[src/rtl/event_trigger_mapper.sv]
// Event-code to trigger-output mapper: 256-entry mask table lookup, 2-clock pipeline,
// per-output holdoff with sticky suppression flags. Runs entirely in the EVR clock domain.
module event_trigger_mapper #(
   parameter int unsigned NUM_OUTPUTS   = 8,
   parameter int unsigned EVCODE_WIDTH  = 8,
   parameter int unsigned HOLDOFF_WIDTH = 16
) (
   input  logic                     evrClk,
   input  logic                     resetN,
   input  logic [EVCODE_WIDTH-1:0]  evCode,
   input  logic                     evCodeValid,
   input  logic                     mapWriteStrobe,
   input  logic [EVCODE_WIDTH-1:0]  mapWriteAddr,
   input  logic [NUM_OUTPUTS-1:0]   mapWriteData,
   input  logic [NUM_OUTPUTS-1:0]   outputEnable,
   input  logic [HOLDOFF_WIDTH-1:0] holdoffCycles,
   input  logic [NUM_OUTPUTS-1:0]   clearSuppressed,
   output logic [NUM_OUTPUTS-1:0]   triggerStrobes,
   output logic [NUM_OUTPUTS-1:0]   suppressedFlags
);

   localparam int unsigned DEPTH = 2 ** EVCODE_WIDTH;

   logic [NUM_OUTPUTS-1:0]   map_ram [DEPTH];
   logic [NUM_OUTPUTS-1:0]   rd_mask;
   logic [NUM_OUTPUTS-1:0]   s2_mask;
   logic                     s1_valid;
   logic                     s2_valid;
   logic [NUM_OUTPUTS-1:0]   candidate;
   logic [NUM_OUTPUTS-1:0]   strobe_nxt;
   logic [NUM_OUTPUTS-1:0]   flag_nxt;
   logic [HOLDOFF_WIDTH-1:0] hc     [NUM_OUTPUTS];
   logic [HOLDOFF_WIDTH-1:0] hc_nxt [NUM_OUTPUTS];

   // Block RAM, read-first; contents deliberately survive reset.
   always_ff @(posedge evrClk) begin
      if (mapWriteStrobe) map_ram[mapWriteAddr] <= mapWriteData;
      rd_mask <= map_ram[evCode];
   end

   // Null code 0 is dropped here so it can never reach the outputs.
   always_ff @(posedge evrClk or negedge resetN) begin
      if (!resetN) begin
         s1_valid <= 1'b0;
         s2_valid <= 1'b0;
         s2_mask  <= '0;
      end else begin
         s1_valid <= evCodeValid && (evCode != '0);
         s2_valid <= s1_valid;
         s2_mask  <= rd_mask;
      end
   end

   assign candidate = {NUM_OUTPUTS{s2_valid}} & s2_mask & outputEnable;

   // Holdoff: load at strobe, count down to zero, suppress candidates while nonzero.
   always_comb begin
      strobe_nxt = '0;
      flag_nxt   = suppressedFlags & ~clearSuppressed;
      hc_nxt     = hc;
      for (int unsigned i = 0; i < NUM_OUTPUTS; i++) begin
         if (candidate[i] && (hc[i] == '0)) begin
            strobe_nxt[i] = 1'b1;
            hc_nxt[i]     = holdoffCycles;
         end else if (candidate[i]) begin
            flag_nxt[i]   = 1'b1;
            hc_nxt[i]     = hc[i] - HOLDOFF_WIDTH'(1);
         end else if (hc[i] != '0) begin
            hc_nxt[i]     = hc[i] - HOLDOFF_WIDTH'(1);
         end
      end
   end

   always_ff @(posedge evrClk or negedge resetN) begin
      if (!resetN) begin
         triggerStrobes  <= '0;
         suppressedFlags <= '0;
         for (int unsigned i = 0; i < NUM_OUTPUTS; i++) hc[i] <= '0;
      end else begin
         triggerStrobes  <= strobe_nxt;
         suppressedFlags <= flag_nxt;
         for (int unsigned i = 0; i < NUM_OUTPUTS; i++) hc[i] <= hc_nxt[i];
      end
   end

endmodule

[config.mk]
export PLATFORM = sky130hd
export DESIGN_NAME = event_trigger_mapper
export DESIGN_NICKNAME = d
export VERILOG_FILES = /design/src/rtl/event_trigger_mapper.sv
export SDC_FILE = /design/constraint.sdc
export NUM_CORES = 2
export LEC_CHECK = 0
export BUFFER_PORTS_ARGS = -buffer_cell sky130_fd_sc_hd__buf_4
export CAP_MARGIN = 20
export CORE_MARGIN = 2
export CORE_UTILIZATION = 63
export CTS_CLUSTER_DIAMETER = 40
export CTS_CLUSTER_SIZE = 40
export DETAILED_ROUTE_END_ITERATION = 10
export PLACE_DENSITY = 0.8
export SLEW_MARGIN = 10
export SYNTH_ARGS = -nofsm -noshare
export SYNTH_HDL_FRONTEND = slang
export SYNTH_SLANG_ARGS = --single-unit
[constraint.sdc]
create_clock -name evrClk -period 2.8 [get_ports evrClk]
set_input_delay 0.14 -clock evrClk [delete_from_list [all_inputs] [get_ports evrClk]]
set_output_delay 0.14 -clock evrClk [all_outputs]
set_load 0.02 [all_outputs]
==> results.txt <==
- The final layout contains routed wiring with a total length of approximately 250000 µm.
- Number of instances in the synthesized netlist: roughly 4800
* Number of iterations in the first detailed-routing pass: 7
* Share of post-route cells with drive strength above 1: 0.2626
- Number of clock sinks seen by CTS: about 2200
- Top layer reached by signal wires: met5
- After global routing the overflow that remains totals 0.
- At the worst endpoint, the required time is approximately 3.5 ns.
- Height of the die: roughly 380 µm
* Share of synthesized area occupied by flip-flops and latches: 0.7423
- GP Congestion: 0.9101
- Warnings, synthesis: 0
* Post-synth EDFFs: around 2000
* Post-DP HPWL: 146000 µm
* TritonCTS clock tree: yes
- Design Power: roughly 0.07 W
- Of all cell types, the one taking the most synthesized area is edfxtp_1.
* Initial standard-cell utilization of the core: 0.6340
- In the finished design, the share of the clock period the worst path needs comes to 1.048.
* Count of final setup violators: 1
- The clock passes through at most 3 buffers.
- In this run the clock root is driven by a clkbuf_16.
- Number of placed instances with taps included: just over 7000
- Net switching component of the power: 0.01664 W
- Post-CTS Setup Repair Bufs: 0
* Worst setup EP type: flop
- Met2 routed wirelength: approximately 110000 µm
* Via total after detailed routing: roughly 52000
* Proportion of total power due to net switching: 0.2332
- Combinational group share of total power: 0.058
- # IOs: 76
- Synthesis produced a netlist with a net count of 4899.
- Worst slew margin relative to its limit: 0.1695
- Cell internal pwr: around 0.055 W
* Fin util: 0.7413
- The number of global-route vias before repair came to about 52000.
- Of all nets on the critical path, the largest fanout is 1.
- Largest net degree at the start of global routing: roughly 100
- Counting instances in the post-synthesis netlist gives the leading cell types as edfxtp_1 (2048), mux4_2 (398), nor2_1 (379), mux2i_1 (304), nand2_1 (174).
* Violated checks: negative setup slack
* Initial antenna violation count: 13
- Count of input and output buffers: between 70 and 80
* Reg power frac: 0.509
- Of the total power, the clock network draws 0.433.
- Row generation in the floorplan step produced ~140 rows.
- edfxtp_1 is the most common cell in the netlist.
* Final layout net count: between 5000 and 6000
- Power per cell area: a little under 700 nW/µm²
- Clock tree synthesis inserted a total of around 220 buffers.
- Total routed wire length on the met1 layer: slightly above 80000 µm
* Wire length on met3: 33830 µm
- VDD sags by at most ~0.63 mV.
- In this run, synthesis produced a sequential element count of 2210.
* Core box area: 139200 µm²
* Crit path arrival time: around 3.7 ns
- In this run the mean area of a mapped cell was 18.30 µm².
* Leakage: 34.73 nW
* Leading cell types by total area after synthesis: edfxtp_1 (70%), mux4_2 (10%), dfrtp_1 (4.4%)
* Max Cap Violations: 0
- Cell Count, Final, Fillers Out: 7549
- Across every metal layer, demand over resource in global routing totals 0.3502.
* Pins Over Slew Limit: 0
- Final routed wire length divided by cell count: ~33 µm
- After the first detailed-routing iteration, the DRC count stood at between 8000 and 9000.
- Counting distinct cell types in the post-synthesis netlist gives 77.
* Clock Skew: slightly below 0.06 ns
- Path class of the lowest-slack min-delay path: input port to flop
- Clock-pin slew was measured on the worst setup and hold paths at 0.07 ns.
* Die Area: between 100000 and 150000 µm²
- Area added between synthesis and finish: 16.91%
- Once routing completed, OpenROAD measured the worst setup slack at -0.1332 ns.
* Aggregate negative setup slack: -0.1332 ns
- The run finished, with violations left.
- Critical Setup Path Class: flop to flop
* Minimum setup slack after placement: -0.6411 ns
* Worst Tran Pin Value: approximately 1.2 ns
- The share of synthesized area in the top cell type comes to 0.6969.
- After detailed routing, the number of remaining DRC violations is 0.
- Post-layout min period: between 2 and 3 ns
- Antenna-violating nets left: 0
* Number of H-tree levels: 4
- For this run, asynchronously set or reset flops after synthesis account for 0.06968.
* Crit start category: flop
- Hold Violations, Final: 0
* Global-route wire length before repair: 356900 µm
- Synth Cell Area: slightly below 90000 µm²
* Max Freq: around 340 MHz
- Ratio of routed vias to standard cells: approximately 6.9
- Width of the chip: between 300 and 400 µm
* Leading register cell type out of synthesis: edfxtp_1
* Clock latency of the later-clocked register in the worst-skew pair: 0.89 ns
## per-stage QoR
step	cell area [µm²]	hold slack, ns
6_report	103200	0.02942
5_1_grt	103200	0.02489
4_1_cts	103100	0.002609
3_5_place_dp	94700	0.1597
3_3_place_gp	94700	0.1598
2_1_floorplan	88250	-0.1556
## power groups by stage
stage               sequential, W  clock (W)  combinational (W)
floorplan                  0.0370          0            0.00186
global placement           0.0370          0            0.00372
detailed placement         0.0371          0            0.00381
CTS                        0.0363     0.0309            0.00397
global route               0.0363     0.0322            0.00422
finish                     0.0364     0.0309            0.00411
## area by class of cell
class / instances / area (µm²)
diodes: 2 / 5.005
repair buffers: 723 / 6460
clock inverters: 180 / 2085
flip-flops and latches: 2210 / 65510
fillers: 7363 / 36010
inverters: 43 / 167.7
well taps: 1876 / 2347
multi-input cells: 2280 / 21010
clock buffers: 235 / 5593
## cell families (layout without fill, tap and decap cells)
group	count (synthesis)	in the layout	share of synthesized area
flops	2210	2210	0.7423
simple gates	871	871	0.04457
mux	720	720	0.1389
compound gates	612	612	0.04496
buf+inv	333	1181	0.02095
xor+xnor	61	61	0.006054
fa+ha+maj	16	16	0.002268
other cells	0	2	0
## final timing paths
| kind | start | endpoint | slack [ns] | cells after the start |
|---|---|---|---|---|
| max in group asynchronous | resetN | hc[29] | 2.03 | 4 |
| worst min register to register | s1_valid | s2_valid | 0.36 | 0 |
| worst max register to register | map_ram[159][4] | rd_mask[4] | -0.13 | 6 |
| worst min-delay path | mapWriteData[7] | map_ram[189][7] | 0.03 | 1 |
| min in group asynchronous | resetN | hc[84] | 0.43 | 4 |
| worst max-delay path | map_ram[159][4] | rd_mask[4] | -0.13 | 6 |
## critical path: stages (launching register included)
cell      delay, ns
edfxtp_1       0.38
mux2i_1        0.87
a22oi_1        0.49
nand2_1        0.19
a21oi_1        0.08
o41ai_1        0.66
o21ai_1        0.13
## what timing repair did
action | CTS | global route
endpoints found under the hold margin | 857 | 0
hold buffers | 68 | 0
setup endpoints to repair | 4 | 10
gates resized for setup | 6 | 14
pin swaps | 0 | 1
## sequential cells by signal (all words and copies together), names as in the netlist
register and flops:
rd_mask 8, s2_mask 8, suppressedFlags 8, triggerStrobes 8
hc 128, map_ram 2048, s2_valid 1, s1_valid 1
## layer usage
metal | track usage | up-vias
met5 | 0 | -
met4 | 0.2017 | 16
met3 | 0.09451 | 952
met2 | 0.5372 | 4501
met1 | 0.4577 | 26050
li1 | - | 20850
## layout by cell type, fill, tap and decap left out, types with 45 or more instances in the layout
cell and count:
a211oi_1 45, a21oi_1 151, buf_12 62, buf_4 582, clkbuf_16 221, dfrtp_1 154, dlygate4sd3_1 67, edfxtp_1 2048
mux2i_1 304, mux4_2 398, nand2_1 174, nand3_1 78, nor2_1 379, nor3_1 76, o21ai_0 116, o22ai_1 88
No activity file was read; power rests on OpenSTA's default activity.
